## src/rtl/path_tracer.sv

```systemverilog
// Walks the converged direction field backward from the goal cell to the source cell,
// emitting one coordinate per step on a valid/ready stream (goal first, source last).
// Ports: start/goal/src in; rd_x/rd_y out + rd_cost/rd_dir in (grid read mux);
//        out_valid/out_ready/out_x/out_y/out_last stream; busy, done, err status.
module path_tracer #(
  parameter int W         = 8,
  parameter int H         = 8,
  parameter int MAX_STEPS = 64,
  localparam int XW = $clog2(W),
  localparam int YW = $clog2(H),
  localparam int SW = $clog2(MAX_STEPS + 1)
) (
  input  logic          clk,
  input  logic          rst,
  input  logic          start,
  input  logic [XW-1:0] goal_x,
  input  logic [YW-1:0] goal_y,
  input  logic [XW-1:0] src_x,
  input  logic [YW-1:0] src_y,
  output logic [XW-1:0] rd_x,
  output logic [YW-1:0] rd_y,
  input  logic [11:0]   rd_cost,
  input  logic [2:0]    rd_dir,
  output logic          out_valid,
  input  logic          out_ready,
  output logic [XW-1:0] out_x,
  output logic [YW-1:0] out_y,
  output logic          out_last,
  output logic          busy,
  output logic          done,
  output logic          err
);

  typedef enum logic [1:0] {IDLE, LOOK, EMIT} state_t;

  state_t        state, state_nxt;
  logic [XW-1:0] cur_x, src_xq, nxt_x;
  logic [YW-1:0] cur_y, src_yq, nxt_y;
  logic [2:0]    dir_q;
  logic [SW-1:0] step_cnt;

  logic load, take_dir, advance, done_nxt, err_nxt;
  logic at_src, east, west, north, south, off_grid;

  assign at_src = (cur_x == src_xq) && (cur_y == src_yq);

  // Direction components: 0=N,1=NE,2=E,3=SE,4=S,5=SW,6=W,7=NW; N is y-1.
  assign east  = (dir_q == 3'd1) || (dir_q == 3'd2) || (dir_q == 3'd3);
  assign west  = (dir_q == 3'd5) || (dir_q == 3'd6) || (dir_q == 3'd7);
  assign north = (dir_q == 3'd7) || (dir_q == 3'd0) || (dir_q == 3'd1);
  assign south = (dir_q == 3'd3) || (dir_q == 3'd4) || (dir_q == 3'd5);

  assign off_grid = (west  && (cur_x == '0))             ||
                    (east  && (cur_x == XW'(W - 1)))     ||
                    (north && (cur_y == '0))             ||
                    (south && (cur_y == YW'(H - 1)));

  assign nxt_x = east  ? cur_x + XW'(1) : (west  ? cur_x - XW'(1) : cur_x);
  assign nxt_y = south ? cur_y + YW'(1) : (north ? cur_y - YW'(1) : cur_y);

  always_ff @(posedge clk) begin
    if (rst) state <= IDLE;
    else     state <= state_nxt;
  end

  always_comb begin
    state_nxt = state;
    load      = 1'b0;
    take_dir  = 1'b0;
    advance   = 1'b0;
    done_nxt  = 1'b0;
    err_nxt   = 1'b0;
    case (state)
      IDLE: begin
        if (start) begin
          load      = 1'b1;
          state_nxt = LOOK;
        end
      end
      LOOK: begin
        if (rd_cost == 12'hFFF) begin
          err_nxt   = 1'b1;
          state_nxt = IDLE;
        end else begin
          take_dir  = 1'b1;
          state_nxt = EMIT;
        end
      end
      EMIT: begin
        if (out_ready) begin
          if (at_src) begin
            done_nxt  = 1'b1;
            state_nxt = IDLE;
          end else if (step_cnt == SW'(MAX_STEPS - 1)) begin
            // Step budget exhausted: the field has a loop.
            err_nxt   = 1'b1;
            state_nxt = IDLE;
          end else if (off_grid) begin
            err_nxt   = 1'b1;
            state_nxt = IDLE;
          end else begin
            advance   = 1'b1;
            state_nxt = LOOK;
          end
        end
      end
      default: state_nxt = IDLE;
    endcase
  end

  always_ff @(posedge clk) begin
    if (rst) begin
      cur_x    <= '0;
      cur_y    <= '0;
      src_xq   <= '0;
      src_yq   <= '0;
      dir_q    <= '0;
      step_cnt <= '0;
      done     <= 1'b0;
      err      <= 1'b0;
    end else begin
      done <= done_nxt;
      err  <= err_nxt;
      if (load) begin
        cur_x    <= goal_x;
        cur_y    <= goal_y;
        src_xq   <= src_x;
        src_yq   <= src_y;
        step_cnt <= '0;
      end
      if (take_dir) dir_q <= rd_dir;
      if (advance) begin
        cur_x    <= nxt_x;
        cur_y    <= nxt_y;
        step_cnt <= step_cnt + SW'(1);
      end
    end
  end

  assign rd_x      = cur_x;
  assign rd_y      = cur_y;
  assign out_x     = cur_x;
  assign out_y     = cur_y;
  assign out_valid = (state == EMIT);
  assign out_last  = out_valid && at_src;
  assign busy      = (state != IDLE);

endmodule

```

## config.mk

```make
export PLATFORM = sky130hd
export DESIGN_NAME = path_tracer
export DESIGN_NICKNAME = d
export VERILOG_FILES = /design/src/rtl/path_tracer.sv
export SDC_FILE = /design/constraint.sdc
export NUM_CORES = 1
export LEC_CHECK = 0
export ABC_AREA = 1
export BUFFER_PORTS_ARGS = -buffer_cell sky130_fd_sc_hd__buf_2
export CORE_MARGIN = 3
export CORE_UTILIZATION = 30
export DETAILED_ROUTE_END_ITERATION = 10
export HOLD_SLACK_MARGIN = 0.02
export PLACE_DENSITY = 0.5
export SLEW_MARGIN = 5
export SYNTH_ARGS = -nofsm -noshare
export SYNTH_HDL_FRONTEND = slang
export SYNTH_SLANG_ARGS = --single-unit
```

## constraint.sdc

```tcl
create_clock -name clk -period 2.8 [get_ports clk]
set_input_delay 0.56 -clock clk [delete_from_list [all_inputs] [get_ports clk]]
set_output_delay 0.56 -clock clk [all_outputs]
set_load 0.01 [all_outputs]
```

==> implementation parameters <==
Parameter                              Value

Outcome
  Result of the run    complete, no violations

Synthesis
  Dominant combinational cell family by area after synthesis    simple AND/OR/NAND/NOR gates
  Post-synthesis cell area    1680 µm²
  Number of nets in the synthesized netlist    roughly 290
  Post-synthesis share of cell area spent on full adders, half adders and majority gates    between 6 and 7%
  Post-synth ARST share    0%
  Post-synth EDFFs    0
  Post-synthesis share of cell area spent on xor and xnor gates    4.17%
  Synthesized area per cell    a little under 7 µm²
  Number of distinct standard cells referenced by the synthesized netlist    29
  Yosys synthesis warning count    0
  Cell count after synthesis    ~250
  Compound-Gate Fraction of Synth Area    9.90%
  Primary flip-flop cell chosen by synthesis mapping    sky130_fd_sc_hd__dfxtp_1
  Simple logic cell fraction of the synthesized area    38.3%
  Sequential fraction of the synthesis area    a little under a third
  Mux share of post-synthesis cell area    0%
  FF+latch count, synth    26

Layout
  Number of inserted filler cells in the final layout    between 500 and 600
  Commonest non-fill, non-tap cell in the layout    sky130_fd_sc_hd__nand2_1
  Total inserted antenna cells    0
  Layout Nets    approximately 330
  Count of placed standard cells in the final layout, fillers left out    roughly 360
  Synth-to-layout area growth    17.5%
  Fraction of final layout cells sized beyond drive strength 1    25.5%
  Most used cells in the layout excluding fill and tap cells    sky130_fd_sc_hd__nand2_1 (69), sky130_fd_sc_hd__buf_2 (47), sky130_fd_sc_hd__dfxtp_1 (26)

Floorplanning
  Total core area    ~5300 µm²
  Boundary Pins    48
  Die height    roughly 81 µm
  Total die area    roughly 6500 µm²
  Die Span X    80.8 µm
  Std cell rows    26
  Starting density of the core    31.9%

Worst setup path
  Buf+Inv Stages, Crit Path    1
  Most frequent cell on the critical path    sky130_fd_sc_hd__nand2_1
  Worst endpoint data arrival time    1.53 ns
  Crit-path slowest cell    sky130_fd_sc_hd__dfxtp_1
  WP data required    ~2.2 ns
  Setup crit start kind    register
  Type of the worst setup path    reg -> out
  Kind of cell with the highest combined delay on the critical path    simple AND/OR/NAND/NOR gates
  Crit path from    out_x[1]
  Crit. End Element    primary output
  Cell Chain, Critical Path    nand2_1 -> nand2_1 -> nand2_1 -> nand3b_2 -> nor2_1 -> buf_2
  Startpoint of the worst-slack reg-to-reg timing path    step_cnt[0]
  Critical Path Max Stage Delay    around 0.50 ns
  Critical-path maximum fanout    7

STA
  Final worst-path cycle share    74.8%
  F_max    478 MHz
  Number of setup violations in the final report    0
  Final max-slew violation count    0
  Final hold violation count    0
  Max-slew headroom at the worst pin    between 50 and 60%
  Final worst clock skew    0.00271 ns
  Final Worst Setup Slack    between 0.7 and 0.8 ns
  Post-layout minimum cycle time    around 2.1 ns
  Setup TNS after final layout    0 ns
  Worst Tran Pin Value    about 0.64 ns
  Unrepaired setup endpoints after global routing    false
  Final-layout worst hold slack    around 0.46 ns

Drt
  Count of TritonRoute iterations in the first routing pass    4
  Iteration-0 DRC Markers    49
  Final antenna-violating net count    0
  Via/cell ratio    approximately 4.5
  DRC violations left    0
  Vias    1,610
  Final routed wirelength across all metal layers    between 4 and 5 mm
  Routed wire length per instance    11.3 µm

Place
  Number of instances in the placed design    approximately 350
  Port Buffers    47
  DP Worst Slack    about 0.79 ns
  GP Congestion    roughly 0.79
  Placed wire-length estimate after detailed placement    3.11 mm

Min path
  Worst min-delay path startpoint    step_cnt[6]
  Type of the most critical hold path    reg -> reg

Global route
  Pin count of the biggest net entering global routing    21
  Total routing usage reported by global routing    13.3%
  Global route total overflow    0
  Via count of the first global-routing pass    ~1,500
  Global-route wire length before repair    slightly below 7 mm
  Antenna violations before repair    0

CTS
  Count of clock tree sinks    26
  Number of buffers inserted during clock tree synthesis    3
  Clock-pin slew on the worst setup and hold paths    ~0.1 ns
  Setup Fix Bufs, Post-CTS    0
  CTS root buf    sky130_fd_sc_hd__clkbuf_8
  Count of cells resized by post-cts repair    0
  Worst-Skew Late Latency    approximately 0.27 ns
  CTS tree    done
  Total of hold buffers inserted after clock tree synthesis    0
  Number of levels in the clock H-tree    1
  Bufs on Longest Clock Path    2

Power
  PD cells    between 600 and 700 nW/µm²
  Leakage dissipation    between 0.0009 and 0.001 µW
  Final Power    around 1300 µW
  Maximum resistive drop on vdd    ~180 µV

Run
  Max cap viols    0
## cell type report
cell class	count	area, µm²	share of cell area [%]
tap	70	87.6	4.44
multi-input combinational	184	982	49.7
clock buffer	4	55.1	2.79
inverter	25	93.8	4.75
timing repair buffer	47	235	11.9
sequential	26	520	26.4
## tightest hold or removal path, cell delays in order (launching register included)
cell and delay (ns):
sky130_fd_sc_hd__dfxtp_1 0.32, sky130_fd_sc_hd__nand2_1 0.06, sky130_fd_sc_hd__a21oi_1 0.04
## power by group
part,internal [µW],switching [µW],total (µW)
registers,423,74.8,498
clock network,126,125,251
logic,215,356,571
## path summary, 6_finish.rpt
path	end	slack [ns]	depth (start not counted)
max	out_last	0.71	6
min	step_cnt[6]	0.46	2
max reg2reg	out_y[0]	0.79	12
min reg2reg	step_cnt[6]	0.46	2
## state kept, by name, indices dropped and copies added, names as in the netlist
signal and flops:
step_cnt 7, dir_q 3, out_x 3, out_y 3, src_xq 3, src_yq 3
state 2, done 1, err 1
## synthesized netlist by cell type, types with 4 or more instances
cell	count	area share, %
sky130_fd_sc_hd__inv_1	18	4.0
sky130_fd_sc_hd__a21oi_1	19	5.7
sky130_fd_sc_hd__xor2_1	4	2.1
sky130_fd_sc_hd__buf_4	6	2.7
sky130_fd_sc_hd__nand3_1	19	5.7
sky130_fd_sc_hd__xnor2_1	4	2.1
sky130_fd_sc_hd__ha_1	5	3.7
sky130_fd_sc_hd__nor2_1	25	5.6
sky130_fd_sc_hd__nand2_1	69	15
sky130_fd_sc_hd__nor3_1	4	1.2
sky130_fd_sc_hd__o21ai_0	12	3.6
sky130_fd_sc_hd__dfxtp_1	26	31
sky130_fd_sc_hd__inv_2	7	1.6
## per-stage QoR
| step | cell area (µm²) | utilization [%] |
|---|---|---|
| floorplan | 1680 | - |
| global placement | 1920 | 36.4 |
| detailed placement | 1920 | 36.4 |
| CTS | 1970 | 37.5 |
| global route | 1970 | 37.5 |
| finish | 1970 | 37.5 |
## metal layers
| layer | GRT usage [%] | share of wire, % | vias up |
|---|---|---|---|
| met3 | 1.77 | 4.2 | 2 |
| li1 | - | - | 861 |
| met5 | 0 | 0 | - |
| met1 | 16.4 | 46 | 713 |
| met4 | 4.56 | 1.0 | 0 |
| met2 | 23.6 | 48 | 34 |
## kinds of logic after synthesis
family | Yosys count
fa+ha+maj | 7
buf+inv | 37
flops | 26
xor+xnor | 8
simple gates | 136
compound gates | 33
Note: power is estimated with default switching activity, not from simulation.
